==> config.mk <==
export PLATFORM = sky130hd
export DESIGN_NAME = ordenador_seq
export DESIGN_NICKNAME = d
export VERILOG_FILES = /design/src/rtl/ordenador_pkg.sv /design/src/rtl/ordenador_cmp_troca.sv /design/src/rtl/ordenador_seq.sv
export SDC_FILE = /design/constraint.sdc
export NUM_CORES = 1
export LEC_CHECK = 0
export ABC_AREA = 1
export BUFFER_PORTS_ARGS = -buffer_cell sky130_fd_sc_hd__buf_4
export CAP_MARGIN = 5
export CORE_MARGIN = 5
export CORE_UTILIZATION = 35
export CTS_CLUSTER_SIZE = 16
export DETAILED_ROUTE_END_ITERATION = 8
export PLACE_DENSITY = 0.57
export SLEW_MARGIN = 25
export SYNTH_ARGS = -nofsm -noshare
export SYNTH_HDL_FRONTEND = slang
export SYNTH_SLANG_ARGS = --single-unit
==> constraint.sdc <==
create_clock -name clk -period 7.8 [get_ports clk]
set_clock_uncertainty 0.05 [all_clocks]
set_input_delay 0.78 -clock clk [delete_from_list [all_inputs] [get_ports clk]]
set_output_delay 0.78 -clock clk [all_outputs]
set_load 0.02 [all_outputs]
==> src/rtl/ordenador_pkg.sv <==
// Shared definitions for the sequential sorter.
//   estado_t : controller states (IDLE, LOAD, SORT, OUT, FIM)
//   N_PAD    : default maximum vector length
//   W_PAD    : default element width
//   IDX_W    : index width for the default vector length
package ordenador_pkg;

  typedef enum logic [2:0] {
    IDLE,
    LOAD,
    SORT,
    OUT,
    FIM
  } estado_t;

  localparam int N_PAD = 6;
  localparam int W_PAD = 4;
  localparam int IDX_W = $clog2(N_PAD);

endpackage

==> src/rtl/ordenador_cmp_troca.sv <==
// Combinational compare-swap cell for unsigned operands.
//   a, b  : operands (W bits)
//   lo    : smaller operand (a when equal, keeping the order stable)
//   hi    : larger operand
//   troca : high when a > b, i.e. the pair must be swapped
module ordenador_cmp_troca
  import ordenador_pkg::*;
#(
  parameter int W = W_PAD
) (
  input  logic [W-1:0] a,
  input  logic [W-1:0] b,
  output logic [W-1:0] lo,
  output logic [W-1:0] hi,
  output logic         troca
);

  assign troca = (a > b);
  assign lo    = troca ? b : a;
  assign hi    = troca ? a : b;

endmodule

==> src/rtl/ordenador_seq.sv <==
// Sequential bubble-sort engine.
//   clk, rst    : clock and synchronous active-high reset
//   iniciar/tam : start pulse and run length (clamped to N), IDLE only
//   load_*      : valid/ready stream of input elements, index order
//   out_*       : valid/ready stream of sorted elements, smallest first
//   ocupado     : high whenever the controller is not in IDLE
//   pronto      : one-cycle pulse after the final output handshake
module ordenador_seq
  import ordenador_pkg::*;
#(
  parameter int N = N_PAD,
  parameter int W = W_PAD
) (
  input  logic         clk,
  input  logic         rst,
  input  logic         iniciar,
  input  logic [2:0]   tam,
  input  logic         load_valid,
  input  logic [W-1:0] load_data,
  output logic         load_ready,
  output logic         out_valid,
  output logic [W-1:0] out_data,
  input  logic         out_ready,
  output logic         ocupado,
  output logic         pronto
);

  // One width covers len (up to N) as well as the k and i indices.
  localparam int CW = $clog2(N + 1);

  estado_t       state_reg, state_next;
  logic [CW-1:0] len_reg, len_next;
  logic [CW-1:0] k_reg, k_next;
  logic [CW-1:0] i_reg, i_next;
  logic          swapped_reg, swapped_next;
  logic [W-1:0]  vet_reg [N];
  logic [W-1:0]  vet_next [N];

  logic [CW-1:0] tam_lim;
  logic [CW-1:0] i_plus1;
  logic [W-1:0]  cmp_a, cmp_b, cmp_lo, cmp_hi, out_mux;
  logic          cmp_troca;
  logic          load_we, swap_we;

  assign i_plus1 = i_reg + CW'(1);
  assign load_we = (state_reg == LOAD) && load_valid;
  assign swap_we = (state_reg == SORT) && cmp_troca;

  always_comb begin
    if (int'(tam) > N) tam_lim = CW'(N);
    else               tam_lim = CW'(tam);
  end

  // Read muxes for the compare pair and the output element.
  always_comb begin
    cmp_a   = '0;
    cmp_b   = '0;
    out_mux = '0;
    for (int j = 0; j < N; j++) begin
      if (i_reg == CW'(j))   cmp_a   = vet_reg[j];
      if (i_plus1 == CW'(j)) cmp_b   = vet_reg[j];
      if (k_reg == CW'(j))   out_mux = vet_reg[j];
    end
  end

  assign out_data = out_mux;

  ordenador_cmp_troca #(.W(W)) u_cmp (
    .a     (cmp_a),
    .b     (cmp_b),
    .lo    (cmp_lo),
    .hi    (cmp_hi),
    .troca (cmp_troca)
  );

  // Per-element next value: a load write or one side of a swap.
  genvar gi;
  generate
    for (gi = 0; gi < N; gi++) begin : g_vet
      assign vet_next[gi] = (load_we && k_reg == CW'(gi))   ? load_data :
                            (swap_we && i_reg == CW'(gi))   ? cmp_lo    :
                            (swap_we && i_plus1 == CW'(gi)) ? cmp_hi    :
                                                              vet_reg[gi];
    end
  endgenerate

  always_comb begin
    state_next   = state_reg;
    len_next     = len_reg;
    k_next       = k_reg;
    i_next       = i_reg;
    swapped_next = swapped_reg;
    case (state_reg)
      IDLE: begin
        if (iniciar) begin
          len_next     = tam_lim;
          k_next       = '0;
          i_next       = '0;
          swapped_next = 1'b0;
          state_next   = (tam_lim == '0) ? FIM : LOAD;
        end
      end
      LOAD: begin
        if (load_valid) begin
          if (k_reg == len_reg - CW'(1)) begin
            k_next       = '0;
            i_next       = '0;
            swapped_next = 1'b0;
            // A single element is trivially sorted.
            state_next   = (len_reg == CW'(1)) ? OUT : SORT;
          end else begin
            k_next = k_reg + CW'(1);
          end
        end
      end
      SORT: begin
        if (i_reg == len_reg - CW'(2)) begin
          // End of pass: another pass only if anything moved in this one.
          if (swapped_reg || cmp_troca) begin
            i_next       = '0;
            swapped_next = 1'b0;
          end else begin
            k_next     = '0;
            state_next = OUT;
          end
        end else begin
          i_next       = i_plus1;
          swapped_next = swapped_reg || cmp_troca;
        end
      end
      OUT: begin
        if (out_ready) begin
          if (k_reg == len_reg - CW'(1)) begin
            k_next     = '0;
            state_next = FIM;
          end else begin
            k_next = k_reg + CW'(1);
          end
        end
      end
      FIM:     state_next = IDLE;
      default: state_next = IDLE;
    endcase
  end

  always_ff @(posedge clk) begin
    if (rst) begin
      state_reg   <= IDLE;
      len_reg     <= '0;
      k_reg       <= '0;
      i_reg       <= '0;
      swapped_reg <= 1'b0;
      for (int j = 0; j < N; j++) vet_reg[j] <= '0;
      load_ready  <= 1'b0;
      out_valid   <= 1'b0;
      ocupado     <= 1'b0;
      pronto      <= 1'b0;
    end else begin
      state_reg   <= state_next;
      len_reg     <= len_next;
      k_reg       <= k_next;
      i_reg       <= i_next;
      swapped_reg <= swapped_next;
      vet_reg     <= vet_next;
      // Status outputs are decoded from the next state so they align with it.
      load_ready  <= (state_next == LOAD);
      out_valid   <= (state_next == OUT);
      ocupado     <= (state_next != IDLE);
      pronto      <= (state_next == FIM);
    end
  end

endmodule

======== Yosys cells after proc, flatten, opt, wreduce, memory -nomap -nowiden ========
Index checks and enable logic that the tools add are counted.
cells by class
  add/subtract/negate cells ............... 4
  $lt $le $gt $ge ......................... 2
  equality and inequality tests ........... 31
  mux-type cells .......................... 67
  reductions and logical operators ........ 38
operator list
  cell                   count
  $mux W4                38
  $mux W3                19
  $eq A3 B2 Y1 const B   9
  $pmux W3 S4            2
  $reduce_bool A3 Y1     8
  $eq A3 B3 Y1 const B   7
  $logic_and A1 B1 Y1    20
  $eq A3 B1 Y1 const B   6
  $logic_not A3 Y1       5
  $pmux W3 S3            1
  $ne A2 B2 Y1 const B   4
  $add A3 B1 Y3 const B  2
  $eq A3 B3 Y1           2
  $mux W1                6
  $reduce_and A6 Y1      1
  $reduce_and A5 Y1      1
  $gt A4 B4 Y1           1
  $ne A2 B1 Y1 const B   2
  $reduce_bool A4 Y1     1
  $gt A3 B3 Y1 const B   1
  $ne A3 B2 Y1 const B   1
  $pmux W1 S3            1
  $sub A3 B1 Y3 const B  1
  $sub A3 B2 Y3 const B  1
  2 further kinds        2
storage, ports and cells
  flip-flop bits (word level) ............. 41
  input bits .............................. 12
  output and inout port bits .............. 8
  logic and storage cells ................. 157

======== Logic depth before layout (Yosys ltp) ========
Gate-level depths: netlist (run 1).
  depth after elaboration ................. 14
  depth in mapped cells ................... 24
  gate-level depth less buffers ........... 24

======== Modules after synthesis ========
Synthesis (run 1) repeated with hierarchy kept, for this count alone.
second synthesis, totals
  cells, all modules ...................... 612
  area total of the unflattened synthesis .. 3579.7 um^2
by module, submodules not included
  module               instances  cells an instance  area an instance (um^2)
  ordenador_seq        1          568                3352.0
  ordenador_cmp_troca  1          44                 227.7

======== Worst setup path after synthesis (run 1) ========
Ideal clock, no wire load.
  path type ............................... register to register
  start ................................... register i_reg[0]
  end ..................................... register k_reg[2]
  library setup time ...................... 0.122 ns
  data arrival time ....................... 2.852 ns
  required time ........................... 7.628 ns
  path slack .............................. 4.776 ns
  cell stages (with the launch flop) ...... 19
  buffers on the path ..................... 0
  clock period less this slack ............ 3.024 ns
  path through ............................ dfxtp_1 -> ha_1 -> ha_1 -> nand2_1 -> clkinv_1 -> a21oi_1 -> o21ai_0 -> nand4_1 -> nand2_1 -> ha_1 -> a21oi_1 -> o21ai_1 -> nand2_4 -> inv_2 -> or2_1 -> nand2_1 -> nand4_1 -> o21ai_0 -> a21oi_1
on the way
  word-level cells in the longest chain between the ends .. 12
  elaborated cells between the ends (all ways) .. 31
  those cells by class .................... add/sub: 1; order compare: 1; eq/ne: 13; mux: 12; reduce/logical: 4
ends and longest elaborated chain
  item                           line                       RTL
  start, declared                ordenador_seq.sv:34        logic [CW-1:0] i_reg, i_next;
  start signal, assigned         ordenador_seq.sv:162       i_reg <= i_next;
  $add A3 B1 Y3                  ordenador_seq.sv:45        assign i_plus1 = i_reg + CW'(1);
  $logic_not A3 Y1               ordenador_seq.sv:61        if (i_plus1 == CW'(j)) cmp_b = vet_reg[j];
  $mux W4 (6 in series)          ordenador_seq.sv:61
  $gt A4 B4 Y1                   ordenador_cmp_troca.sv:18  assign troca = (a > b);
  $logic_or A1 B1 Y1             ordenador_seq.sv:119       if (swapped_reg || cmp_troca) begin
  $ne A2 B2 Y1 (no line)         n/a
  $reduce_and A6 Y1 (no line) *  n/a
  end signal, assigned           ordenador_seq.sv:161       k_reg <= k_next;
  end, declared                  ordenador_seq.sv:33        logic [CW-1:0] k_reg, k_next;
Every way passes the cells marked *; elsewhere a longest branch is shown, timed or not.
A chain may end at the register's enable or synchronous reset.

======== Worst setup path in the final report (run 1) ========
  start ................................... register i_reg[2]
  end ..................................... register k_reg[2]
Same word-level chain as after synthesis.

==> summary.md, run 1 <==
| Metric | Value |
|---|---|
| Post-synth EDFFs | `0` |
| H-tree levels | `2` |
| Peak supply drop | `0.0000778 V` |
| Most frequent cells in the layout | `nand2_1 (122), inv_1 (98), nand3_1 (85)` |
| PwrDens | `147 mW/mm^2` |
| Ys async rst share | `0%` |
| DRC viols | `0` |
| Synthesized area | `0.00353 sq mm` |
| Mux cell area share after synthesis | `0%` |
| CTS tree | `built` |
| RSZ-0062 raised after global routing | `no` |
| Vert. Die Dim | `110 um` |
| Post-synthesis xor/xnor area fraction | `1.24%` |
| Num CTS Buffers | `5` |
| Cells after Synth | `570` |
| Final HPWL DP | `9.94 mm` |
| Die W | `110 um` |
| Congestion Overflow GR | `0` |
| Placed cells | `718` |
| P_leak | `1.92 nW` |
| Final period utilization | `47.1%` |
| Status | `completed` |
| Non-filler instance count after layout | `726` |
| CTS hold repair buffers | `0` |
| Max cap viols | `0` |
| Hold_ws | `0.457 ns` |
| Vias | `3951` |
| FF+latch count, synth | `41` |
| GP Congestion | `1.03` |
| Syn_nets | `599` |
| Crit path launch type | `flop` |
| Worst EP arrival | `3.81 ns` |
| Root buf cell | `clkbuf_8` |
| Clock buffer depth | `2` |
| Drt pass-1 iters | `6` |
| TNS Setup | `0 ns` |
| Highest Clock Rate | `0.272 GHz` |
| Drt wl/cell | `17.2 um` |
| Largest net degree at the start of global routing | `33` |
| Total Routing Usage GR | `21.6%` |
| Worst-Margin Slew | `0.473 ns` |
| Count of clock tree sinks | `41` |
| Max Fanout on Critical Path | `10` |
| Netlist cell types | `37` |
| CTS clock-pin slew for the worst setup and hold paths | `0.09 ns` |
| First-pass GRT wire length | `19.8 mm` |
| Clk_lat worst skew | `0.31 ns` |
| Initial antenna violation count | `0` |
| Initial core utilization | `35.9%` |
| Min Clock Period, post-route | `3.67 ns` |
| Post-Route WL | `12.5 mm` |
| Final Max Slew Viols | `0` |
| Post-Place Cell Area | `0.00382 sq mm` |
| Synth Area in Simple Gates | `36.8%` |
| Layout area overhead | `11.6%` |
| Commonest non-fill, non-tap cell in the layout | `nand2_1` |
| Post-route design area | `0.00394 sq mm` |
| Crit end category | `flop` |
| Fill count | `1093` |
| Setup bufs post-CTS | `0` |
| Relative slew slack | `68.1%` |
| Top_reg_cell synth | `dfxtp_1` |
| 1st-iter DRT viols | `335` |
| I/O Buffers | `19` |
| Tightest Hold Check Type | `flop to flop` |
| Max reg flops | `24` |
| Compound-Gate Fraction of Synth Area | `19.8%` |
| Core Box Area | `0.00982 sq mm` |
| Post-route ant nets | `0` |
| Adder-Cell Fraction of Synth Area | `6.03%` |
| FP Rows | `36` |
| Critical path class | `flop to flop` |
| Layout cell share with drive strength beyond 1 | `10.1%` |
| # IOs | `20` |
| Pre-CTS WS | `4.14 ns` |
| CP Data Required Time | `7.93 ns` |
| Main combinational cell family by area after synthesis | `simple AND/OR/NAND/NOR gates` |
| Fin. Hold Viols | `0` |
| N_diodes | `0` |
| Post-synthesis sequential area ratio | `23.3%` |
| Fin nets | `621` |
| Yosys Warn Count | `0` |
| Vias per cell | `5.44` |
| Die area | `0.0122 sq mm` |
| Post-cts resize count | `0` |
| Vias in the first global route | `3750` |
| Setup violations, final | `0` |
| Avg Inst Size Synth | `6.19 sq um` |
| Fin worst setup slack | `4.13 ns` |
## metrics by stage
step / util (%) / total power, mW
global route: 40.1 / 0.614
finish: 40.1 / 0.580
CTS: 40.1 / 0.586
floorplan: - / 0.343
global placement: 38.9 / 0.397
detailed placement: 38.9 / 0.397
## report_power, final
part           internal (mW)  switching [mW]  total (mW)  leakage [nW]
registers              0.217         0.00892       0.226         0.333
logic                 0.0533           0.113       0.166          1.53
clock network          0.104          0.0833       0.187        0.0574
total                  0.375           0.205       0.580          1.92
## metal layers
layer / vias to the layer above / part of all wire (%) / GRT usage [%]
li1: 1943 / - / -
met1: 1780 / 39 / 27.1
met2: 187 / 46 / 35.3
met3: 41 / 9.9 / 4.25
met4: 0 / 4.6 / 10.9
met5: - / 0 / 0
## path summary, 6_finish.rpt
kind / from / endpoint / slack, ns / depth (start not counted)
worst max-delay path: i_reg[2]$_SDFFE_PP0P_ / k_reg[2]$_SDFFE_PP0P_ / 4.13 / 18
worst min-delay path: vet_reg[2]$_SDFFE_PP0P_ / vet_reg[2]$_SDFFE_PP0P_ / 0.46 / 2
worst max register to register: i_reg[2]$_SDFFE_PP0P_ / k_reg[2]$_SDFFE_PP0P_ / 4.13 / 18
worst min register to register: vet_reg[2]$_SDFFE_PP0P_ / vet_reg[2]$_SDFFE_PP0P_ / 0.46 / 2
## worst max-delay path: stages (launching register included)
cell,delay (ns)
dfxtp_1,0.51
inv_2,0.11
ha_1,0.37
nand2_1,0.09
clkinv_1,0.19
a21oi_1,0.17
o21ai_0,0.13
nand4_1,0.18
nand2_1,0.10
ha_1,0.30
a21oi_1,0.17
o21ai_1,0.11
nand2_4,0.16
inv_2,0.11
or2_1,0.27
nand2_1,0.07
nand4_1,0.19
o21ai_0,0.23
a21oi_1,0.05
## Yosys cell counts, types with 2 or more instances
cell / number / share of area (%)
clkinv_1: 2 / 0.21
inv_2: 13 / 1.4
o21bai_1: 5 / 1.1
nand2_2: 3 / 0.53
nand3_1: 85 / 12
o21ai_1: 4 / 0.57
xnor2_1: 3 / 0.75
clkbuf_1: 3 / 0.32
nor3_1: 6 / 0.85
o22ai_1: 18 / 3.2
o21ai_0: 39 / 5.5
nand2_1: 122 / 13
o221ai_1: 3 / 0.75
nand4_1: 7 / 1.2
inv_1: 98 / 10
ha_1: 17 / 6.0
nand3_2: 3 / 0.85
xor2_1: 2 / 0.50
a21oi_1: 46 / 6.5
a31oi_1: 4 / 0.71
nor2_8: 6 / 3.4
nor2_1: 21 / 2.2
dfxtp_1: 41 / 23
nor2_4: 3 / 0.96
o211ai_1: 4 / 0.85
## kinds of logic (layout without fill, tap and decap cells)
family / count (synthesis) / in the layout
AO/OA/AOI/OAI: 126 / 126
XOR/XNOR: 5 / 5
adder cells (fa/ha/maj): 17 / 17
buffers and inverters: 118 / 141
flip-flops: 41 / 41
AND/OR/NAND/NOR: 263 / 263
## layout make-up
| cell class | instances | area [sq um] | share of cell area (%) |
|---|---|---|---|
| Clock inverter | 2 | 37.5 | 0.953 |
| Inverter | 114 | 433 | 11.0 |
| Clock buffer | 6 | 82.6 | 2.10 |
| Timing Repair Buffer | 19 | 143 | 3.62 |
| Sequential cell | 41 | 821 | 20.8 |
| Multi-Input combinational cell | 411 | 2250 | 57.3 |
| Tap cell | 133 | 166 | 4.23 |
Note: power is estimated with default switching activity, not from simulation.
==> run 2: changes to the inputs <==
--- a/config.mk
+++ b/config.mk
@@ -5,14 +5,14 @@
 export SDC_FILE = /design/constraint.sdc
 export NUM_CORES = 1
 export LEC_CHECK = 0
-export ABC_AREA = 1
+export ABC_AREA = 0
 export BUFFER_PORTS_ARGS = -buffer_cell sky130_fd_sc_hd__buf_4
 export CAP_MARGIN = 5
 export CORE_MARGIN = 5
 export CORE_UTILIZATION = 35
 export CTS_CLUSTER_SIZE = 16
 export DETAILED_ROUTE_END_ITERATION = 8
-export PLACE_DENSITY = 0.57
+export PLACE_DENSITY = 0.59
 export SLEW_MARGIN = 25
 export SYNTH_ARGS = -nofsm -noshare
 export SYNTH_HDL_FRONTEND = slang
==> constraint.sdc (replaced) <==
create_clock -name clk -period 3.07 [get_ports clk]
set_clock_uncertainty 0.05 [all_clocks]
set_input_delay 0.307 -clock clk [delete_from_list [all_inputs] [get_ports clk]]
set_output_delay 0.307 -clock clk [all_outputs]
set_load 0.02 [all_outputs]
==> run 2 against run 1 <==
  * The flow now finishes with violations (negative setup slack)
  * Largest cell class unchanged
  * Critical path depth is 4 lower
  * Global-route usage is 1.2 points higher
  * Largest power group unchanged
  * Routed wire length is 8.1% higher
  * Hold slack worse by 0.23 ns
  * Sequential power is 150% higher
  * Combinational power grew to 2.6 times the previous value
==> summary.md, run 2 <==
| Metric | Value |
|---|---|
| Die area | `0.0120 sq mm` |
| Worst EP arrival | `3.32 ns` |
| Cells after Synth | `451` |
| Crit path launch type | `flop` |
| Highest Clock Rate | `0.318 GHz` |
| # IOs | `20` |
| FF+latch count, synth | `41` |
| Register-to-register setup slack | `-0.07 ns` |
| Syn_nets | `480` |
| Commonest non-fill, non-tap cell in the layout | `buf_4` |
| Pwr Total | `1.40 mW` |
| Fin worst setup slack | `-0.0742 ns` |
| Relative slew slack | `56.1%` |
| Vias per cell | `6.00` |
| Critical path class | `flop to flop` |
| Status | `finished with violations` |
| Max cap viols | `0` |
| Worst-Margin Slew | `0.659 ns` |
| Placed cells | `640` |
| Drt wl/cell | `20.4 um` |
| Most common cell in the synthesized netlist | `nand2_1` |
| Root buf cell | `clkbuf_8` |
| Final Max Slew Viols | `0` |
| Top_reg_cell synth | `dfxtp_1` |
| 1st-iter DRT viols | `433` |
| Max Fanout on Critical Path | `12` |
| GP Congestion | `1.04` |
| PwrDens | `283 mW/mm^2` |
| Hold_ws | `0.223 ns` |
| Post-synth top area share | `23.6%` |
| Register Area | `828 sq um` |
| Fill count | `923` |
| Core Box Area | `0.00973 sq mm` |
| Vias in the first global route | `3832` |
| Layout cell share with drive strength beyond 1 | `39.1%` |
| Final HPWL DP | `9.88 mm` |
| Area contributors post-synth | `dfxtp_1 (24%), ha_1 (6.1%), a21oi_1 (5.3%)` |
| Vert. Die Dim | `110 um` |
| Largest net degree at the start of global routing | `52` |
| Most frequent cells in the layout | `buf_4 (89), nand2_1 (42), dfxtp_1 (39)` |
| Fin nets | `558` |
| First-pass GRT wire length | `21.0 mm` |
| Setup violations, final | `7` |
| Post-Route WL | `13.5 mm` |
| Failing checks | `negative setup slack` |
| Post-route ant nets | `0` |
| Post-synth top cells | `nand2_1 (45), dfxtp_1 (41), a21oi_1 (37), nor2_1 (31), inv_1 (22)` |
| Min Clock Period, post-route | `3.14 ns` |
| Multi-input gate area | `0.00296 sq mm` |
| P_leak | `1.88 nW` |
| Critical path origin | `i_reg[0]$_SDFFE_PP0P_` |
| Ys async rst share | `0%` |
| Layout area overhead | `43.0%` |
| DRC viols | `0` |
| Avg Inst Size Synth | `7.70 sq um` |
| Drt pass-1 iters | `5` |
| Critical path's largest stage delay | `0.49 ns` |
| H-tree levels | `2` |
| Count of clock tree sinks | `41` |
| Die W | `110 um` |
| Hold_sp | `tam[2]` |
| Yosys Warn Count | `0` |
| CTS tree | `built` |
| CP Data Required Time | `3.24 ns` |
| Peak supply drop | `0.000174 V` |
| Final period utilization | `102%` |
| Fin. Hold Viols | `0` |
| Initial antenna violation count | `0` |
| Post-synth EDFFs | `0` |
| TNS Setup | `-0.251 ns` |
| FP Rows | `36` |
| Synth area leader | `dfxtp_1` |
| Clk_lat worst skew | `0.30 ns` |
| N_diodes | `0` |
| Pre-CTS WS | `-0.280 ns` |
| Tightest Hold Check Type | `input port to flop` |
| Num CTS Buffers | `5` |
| Synthesized area | `0.00347 sq mm` |
| Critical Path, Cell by Cell | `inv_4, ha_4, buf_4, nand3b_1, a221oi_2, o22ai_2, ha_4, and4_4, nand2b_4, buf_6, a21oi_4, nand2_2, or4_1, o211ai_1` |
| Crit end category | `flop` |
| CTS hold repair buffers | `0` |
| Congestion Overflow GR | `0` |
| CTS clock-pin slew for the worst setup and hold paths | `0.09 ns` |
| Post-synthesis sequential area ratio | `23.6%` |
| Netlist cell types | `66` |
| Most Frequent Cell on Critical Path | `ha_4` |
| CP max-delay cell | `or4_1` |
| RSZ-0062 raised after global routing | `yes` |
| Non-filler instance count after layout | `662` |
| Vias | `3969` |
| Max reg flops | `24` |
| R2R Path Start | `i_reg[0]$_SDFFE_PP0P_` |
| Clock buffer depth | `2` |
| Initial core utilization | `35.7%` |
| Total Routing Usage GR | `22.9%` |
| I/O Buffers | `19` |
## run 2: metal layers
layer  share of wire [%]  vias to the layer above  track usage [%]
li1                    -                     1822                -
met3                 8.3                       52             4.40
met2                  46                      206             36.7
met1                  41                     1889             30.4
met4                 4.4                        0             8.46
met5                   0                        -                0
## run 2: power by group
part	internal [mW]	switching [mW]	leakage, nW	total [mW]
clock	0.204	0.207	0.0522	0.411
sequential	0.542	0.0198	0.334	0.562
combinational	0.210	0.221	1.49	0.431
total	0.956	0.448	1.88	1.40
## run 2: worst paths after layout
check                                                end  cells past startpoint
worst max-delay path             vet_reg[4]$_SDFFE_PP0P_                     14
worst min-delay path             len_reg[2]$_SDFFE_PP0P_                      3
worst max register to register   vet_reg[4]$_SDFFE_PP0P_                     14
worst min register to register  vet_reg[14]$_SDFFE_PP0P_                      2
## run 2: cell families after synthesis
kind of cell	Yosys count	synth area share (%)
buffers and inverters	54	6.34
muxes	16	4.90
AOI/OAI and AO/OA	154	32.0
adders and majority gates	17	6.12
xor gates and xnor gates	5	1.69
and+or+nand+nor	164	25.3
DFF	41	23.6
## run 2: what timing repair did
| item | CTS | global route |
|---|---|---|
| pin swaps | 13 | 34 |
| resized for setup | 43 | 43 |
| setup buffers | 7 | 8 |
| setup endpoints to repair | 33 | 34 |
## run 2: critical path: cells and delay by family, from the launching register on
family	cells	cell delay, ns
buffers and inverters	3	0.36
DFF	1	0.42
and+or+nand+nor	5	1.11
AOI/OAI and AO/OA	4	0.69
adders and majority gates	2	0.43
## run 2: area by class of cell
type / instances / area share (%)
inverters: 22 / 1.81
clock inverters: 1 / 0.101
repair buffers: 103 / 16.6
clock buffers: 6 / 1.89
well taps: 133 / 3.35
flip-flops and latches: 41 / 16.7
multi-input cells: 356 / 59.6
## run 2: metrics by stage
stage | cell area (sq um) | util, %
after floorplan | 3740 | -
after global placement | 4370 | 44.9
after detailed placement | 4370 | 44.9
after CTS | 4740 | 48.7
after global routing | 4970 | 51.1
final | 4970 | 51.1
